## src/rtl/onchip_mem_stream_reader.sv

```systemverilog
// rtl/onchip_mem_stream_reader.sv - command-driven memory read engine feeding a credit-gated skid FIFO and a packet stream
// Optional cmd_abort input enabled by defining MEMRD_ABORT_EN.
module onchip_mem_stream_reader #(
    parameter int DATA_W       = 256,
    parameter int ADDR_W       = 10,
    parameter int LEN_W        = 11,
    parameter int READ_LATENCY = 1,
    parameter int FIFO_DEPTH   = 4
) (
    input  logic                clk,
    input  logic                reset,
    input  logic                cmd_valid,
    output logic                cmd_ready,
    input  logic [ADDR_W-1:0]   cmd_addr,
    input  logic [LEN_W-1:0]    cmd_len,
`ifdef MEMRD_ABORT_EN
    input  logic                cmd_abort,
`endif
    output logic [ADDR_W-1:0]   mem_address,
    output logic                mem_chipselect,
    output logic                mem_clken,
    output logic                mem_write,
    output logic [DATA_W/8-1:0] mem_byteenable,
    input  logic [DATA_W-1:0]   mem_readdata,
    output logic                st_valid,
    input  logic                st_ready,
    output logic [DATA_W-1:0]   st_data,
    output logic                st_sop,
    output logic                st_eop,
    output logic                done
);
    localparam int PTR_W = $clog2(FIFO_DEPTH);
    localparam int CNT_W = PTR_W + 1;

    typedef enum logic [1:0] {IDLE, RUN, DRAIN} state_t;

    state_t                  state;
    logic [LEN_W-1:0]        rd_left;
    logic [LEN_W-1:0]        beat_left;
    logic                    first_beat;
    logic                    aborting;
    logic [READ_LATENCY-1:0] rd_vld;
    logic [DATA_W-1:0]       fifo_mem [FIFO_DEPTH];
    logic [PTR_W-1:0]        wr_ptr;
    logic [PTR_W-1:0]        rd_ptr;
    logic [CNT_W-1:0]        fifo_count;
    logic [CNT_W:0]          in_flight;
    logic                    push;
    logic                    pop;
    logic                    abort_now;
    logic                    credit_ok;

`ifdef MEMRD_ABORT_EN
    assign abort_now = cmd_abort && (state != IDLE);
`else
    assign abort_now = 1'b0;
`endif

    assign mem_clken      = 1'b1;
    assign mem_write      = 1'b0;
    assign mem_byteenable = '1;

    assign st_valid = (fifo_count != '0);
    assign st_data  = fifo_mem[rd_ptr];
    assign st_sop   = st_valid && first_beat;
    assign st_eop   = st_valid && (beat_left == LEN_W'(1));

    assign pop  = st_valid && st_ready;
    assign push = rd_vld[READ_LATENCY-1] && !aborting && !abort_now;

    // Reads already committed (current chipselect plus the latency pipe) reserve FIFO slots.
    always_comb begin
        in_flight = {{CNT_W{1'b0}}, mem_chipselect};
        for (int i = 0; i < READ_LATENCY; i++) begin
            in_flight = in_flight + {{CNT_W{1'b0}}, rd_vld[i]};
        end
    end

    assign credit_ok = (in_flight + {1'b0, fifo_count} - (CNT_W+1)'(pop))
                       < (CNT_W+1)'(FIFO_DEPTH);

    always_ff @(posedge clk) begin
        if (push) begin
            fifo_mem[wr_ptr] <= mem_readdata;
        end
    end

    always_ff @(posedge clk) begin
        if (reset) begin
            state          <= IDLE;
            cmd_ready      <= 1'b0;
            mem_chipselect <= 1'b0;
            mem_address    <= '0;
            rd_left        <= '0;
            beat_left      <= '0;
            first_beat     <= 1'b0;
            aborting       <= 1'b0;
            rd_vld         <= '0;
            wr_ptr         <= '0;
            rd_ptr         <= '0;
            fifo_count     <= '0;
            done           <= 1'b0;
        end else begin
            done   <= 1'b0;
            rd_vld <= (rd_vld << 1) | READ_LATENCY'(mem_chipselect);

            if (abort_now) begin
                wr_ptr     <= '0;
                rd_ptr     <= '0;
                fifo_count <= '0;
            end else begin
                if (push) wr_ptr <= wr_ptr + PTR_W'(1);
                if (pop)  rd_ptr <= rd_ptr + PTR_W'(1);
                fifo_count <= fifo_count + CNT_W'(push) - CNT_W'(pop);
            end

            if (pop) begin
                first_beat <= 1'b0;
                beat_left  <= beat_left - LEN_W'(1);
            end

            case (state)
                IDLE: begin
                    cmd_ready      <= 1'b1;
                    mem_chipselect <= 1'b0;
                    if (cmd_valid && cmd_ready) begin
                        if (cmd_len == '0) begin
                            done <= 1'b1;
                        end else begin
                            state          <= (cmd_len == LEN_W'(1)) ? DRAIN : RUN;
                            cmd_ready      <= 1'b0;
                            mem_chipselect <= 1'b1;
                            mem_address    <= cmd_addr;
                            rd_left        <= cmd_len - LEN_W'(1);
                            beat_left      <= cmd_len;
                            first_beat     <= 1'b1;
                            aborting       <= 1'b0;
                        end
                    end
                end
                RUN: begin
                    if (abort_now) begin
                        mem_chipselect <= 1'b0;
                        aborting       <= 1'b1;
                        state          <= DRAIN;
                    end else if (credit_ok) begin
                        mem_chipselect <= 1'b1;
                        mem_address    <= mem_address + ADDR_W'(1);
                        rd_left        <= rd_left - LEN_W'(1);
                        if (rd_left == LEN_W'(1)) state <= DRAIN;
                    end else begin
                        mem_chipselect <= 1'b0;
                    end
                end
                DRAIN: begin
                    // cmd_ready stays low here so the next command lands the cycle after done.
                    mem_chipselect <= 1'b0;
                    if (abort_now) begin
                        aborting <= 1'b1;
                    end else if (aborting) begin
                        if (in_flight == '0) begin
                            done     <= 1'b1;
                            aborting <= 1'b0;
                            state    <= IDLE;
                        end
                    end else if (pop && beat_left == LEN_W'(1)) begin
                        done  <= 1'b1;
                        state <= IDLE;
                    end
                end
                default: begin
                    state <= IDLE;
                end
            endcase
        end
    end

    assert property (@(posedge clk) disable iff (reset)
        !(push && !pop && fifo_count == CNT_W'(FIFO_DEPTH)));

endmodule
```

## config.mk

```make
export PLATFORM = sky130hd
export DESIGN_NAME = onchip_mem_stream_reader
export DESIGN_NICKNAME = d
export VERILOG_FILES = /design/src/rtl/onchip_mem_stream_reader.sv
export SDC_FILE = /design/constraint.sdc
export NUM_CORES = 1
export LEC_CHECK = 0
export ABC_AREA = 1
export CORE_UTILIZATION = 37
export CTS_CLUSTER_SIZE = 14
export DETAILED_ROUTE_END_ITERATION = 7
export PLACE_DENSITY = 0.67
export SYNTH_ARGS = -nofsm -noshare
export SYNTH_HDL_FRONTEND = slang
export SYNTH_SLANG_ARGS = --single-unit
```

## constraint.sdc

```tcl
create_clock -name clk -period 15.25 [get_ports clk]
set_clock_uncertainty 0.2 [all_clocks]
set_input_delay 1.525 -clock clk [delete_from_list [all_inputs] [get_ports clk]]
set_output_delay 1.525 -clock clk [all_outputs]
set_load 0.02 [all_outputs]
```

==> flow_summary_export.csv <==
group,metric,value,unit
synthesis,synth-edff-count,1024,
clock_tree,cts_num_sinks,1073,
synthesis,yosysUniqueCellTypes,42,
detailed_routing,postRouteAntennaNets,0,
clock_tree,clock_latency,690,ps
detailed_routing,wire_per_inst,19.5,um
timing,setup_violations,0,
timing,slew_violations,0,
clock_tree,cts_tree,"built",
setup_path,start_kind,"flip-flop",
setup_path,critPathMaxStageDelay,950,ps
setup_path,cp_max_fo,94,
synthesis,netlist_top_cells_count,"edfxtp_1 (1,024), nor2_1 (587), o21ai_0 (548), o22ai_1 (257), clkbuf_1 (155)",
setup_path,crit_type,"flip-flop to output port",
floorplanning,io_pins,587,
clock_tree,path_clk_slew,60,ps
setup_path,worstPathRequired,13530,ps
global_routing,grt_overflow_total,0,
clock_tree,numCtsBuffers,108,
detailed_routing,drtPass1Iterations,5,
synthesis,asyncSetResetFlopFracSynth,0,%
synthesis,synth-seq-cells,1073,
power,ir_drop,0.131,mV
timing,worst_slew_pin_slew,1110,ps
floorplanning,die-area,112000,um2
clock_tree,cts_htree_levels,3,
timing,rsz0062_at_grt,"no",
power,power.density,163,nW/um2
detailed_routing,drcViolationCount,0,
global_routing,grt_use_met2,28.1,%
placed_design,place.gp.congestion,0.796,
setup_path,arrival,5390,ps
setup_path,critPathBufInv,4,
timing,hold_ws,266,ps
synthesis,netlist_area,41100,um2
synthesis,yosysTopAreaCellShare,74.9,%
global_routing,first_global_vias,25174,
timing,setup_tns,0,ps
worst_hold_path,worstHoldStart,"first_beat",
timing,relSlewSlack,26.2,%
clock_tree,cts-root-buf,"clkbuf_16",
finish,nets,3832,
floorplanning,die_x,335,um
floorplanning,initial_core_util,37.5,%
placed_design,port_buffers,552,
global_routing,use_met1,20.9,%
detailed_routing,drt_iter0_drc,1686,
global_routing,use_met3,5.85,%
synthesis,yosysWarningCount,0,
synthesis,synth.most_common_cell,"edfxtp_1",
synthesis,synth_top_cell_by_area,"edfxtp_1",
detailed_routing,vias,25759,
synthesis,ys.flop_type,"edfxtp_1",
global_routing,grt.total_usage,17.1,%
placed_design,dp_hpwl,58600,um
detailed_routing,wl,99400,um
clock_tree,cts_setup_buffers,0,
synthesis,syn_inst,3020,
timing,hold_viol,0,
setup_path,crit_top_cell,"buf_4",
global_routing,antenna_found_initial,22,
global_routing,gr-max-usage-layer,"met2",
clock_tree,hold_buffers,0,
power,p_leak,0.0171,uW
setup_path,slowest_stage,"dfxtp_4",
setup_path,crit_path_end_kind,"output port",
setup_path,r2r-start,"rd_vld",
setup_path,worstPathCellList,"buf_4 -> buf_4 -> buf_4 -> o21ai_0 -> o22ai_1 -> clkdlybuf4s50_1",
run,drv_cap,0,
synthesis,seq_area_frac_synth,77.2,%
synthesis,ys_top_cells_by_area,"edfxtp_1 (75%), o21ai_0 (6.7%), nor2_1 (5.4%)",
clock_tree,cts-resized-gates,0,
setup_path,path_delay_family,"buffers and inverters",
global_routing,grt_max_degree,199,
floorplanning,fp-row-count,121,
floorplanning,die_h,335,um
synthesis,avgSynthCellArea,13.6,um2
floorplanning,core,109000,um2
worst_hold_path,hold_path.class,"flip-flop to flip-flop",
finish,syn_to_final_growth,25.6,%
global_routing,grt_pass1_wl,148000,um
clock_tree,cts_buffer_depth,3,
timing,min_period_over_period,46.7,%
finish,drive_above_1_share,6.30,%
detailed_routing,routed_via_density,5.05,
run_status,status,"complete, no violations",
timing,fin_crit,7120,ps
timing,max_freq,141,MHz
-- logic make-up (layout without fill, tap and decap cells) --
family,Yosys count,after routing,share of synthesized area [%]
other,2,42,0.0183
AOI/OAI and AO/OA,853,853,11.3
and+or+nand+nor,758,758,7.32
xor gates and xnor gates,16,16,0.341
adders and majority gates,22,22,0.688
buffers and inverters,295,862,3.10
DFF,1073,1073,77.2
muxes,1,1,0.0244
-- report_power, final --
group          internal (uW)  switching, uW  leakage (uW)
Sequential              3350           89.6       0.00962
Clock                   1570           1130       0.00177
Combinational            874           1420       0.00570
-- worst register-to-register path: stages (launching register included) --
cell and delay (ps):
dfxtp_1 340, inv_1 60, nor2_1 150, clkinv_1 390, nor2_4 650, buf_4 760
buf_4 770, buf_4 650
-- state kept, by name, summed over array words and instances, names as in the netlist, 2 cells and up, named ones only --
register     count
beat_left       11
fifo_count       3
fifo_mem      1024
mem_address     10
rd_left         11
rd_ptr           2
state            2
wr_ptr           2
-- cell usage in the layout, fill, tap and decap left out, types with 4 or more instances in the layout --
master,instances
nor3_1,6
buf_4,31
clkinv_4,5
diode_2,8
ha_1,21
nor2_1,583
clkinv_1,24
nor2_2,4
clkbuf_16,109
clkinv_2,23
nand3_1,33
edfxtp_1,1024
o21ai_0,548
a21oi_1,34
conb_1,34
inv_1,69
nor2_4,4
nand2_2,4
dfxtp_1,47
nand2_4,4
xor2_1,14
nand4_1,7
clkinvlp_4,5
clkdlybuf4s50_1,552
nand2_1,102
bufinv_16,15
o22ai_1,257
inv_6,4
clkbuf_1,13
-- final cells by class --
class                   count  area [um2]
fillers                  9513       57900
diodes                      8        20.0
well taps                1476        1850
clock inverters            78         861
inverters                  76         300
flip-flops and latches   1073       31700
multi-input cells        1684        8220
repair buffers            586        5820
clock buffers             122        2780
-- per-layer routing --
metal | up-vias | share of wire, %
li1 | 12143 | -
met1 | 12628 | 40
met2 | 786 | 48
met3 | 172 | 9.1
met4 | 30 | 2.6
met5 | - | 0.21
-- worst paths after layout --
path / slack (ps) / endpoint / cells after the start
worst min-delay path: 270 / first_beat / 2
worst max register to register: 10900 / fifo_mem[1][195] / 7
worst max-delay path: 8130 / st_data[206] / 6
worst min register to register: 270 / first_beat / 2
-- per-stage QoR --
| stage | power, uW | cell area [um2] | setup slack [ps] | utilization (%) | instances |
|---|---|---|---|---|---|
| 3_3_place_gp | 5770 | 47900 | 8930 | 43.8 | 4895 |
| 6_report | 8430 | 51600 | 8130 | 47.1 | 5103 |
| 5_1_grt | 8800 | 51600 | 7700 | 47.1 | 5101 |
| 3_5_place_dp | 5800 | 47900 | 8870 | 43.8 | 4895 |
| 4_1_cts | 8500 | 51600 | 8090 | 47.1 | 5095 |
| 2_1_floorplan | 4810 | 41200 | 2850 | - | 3052 |
(Power assumes the default switching activity.)
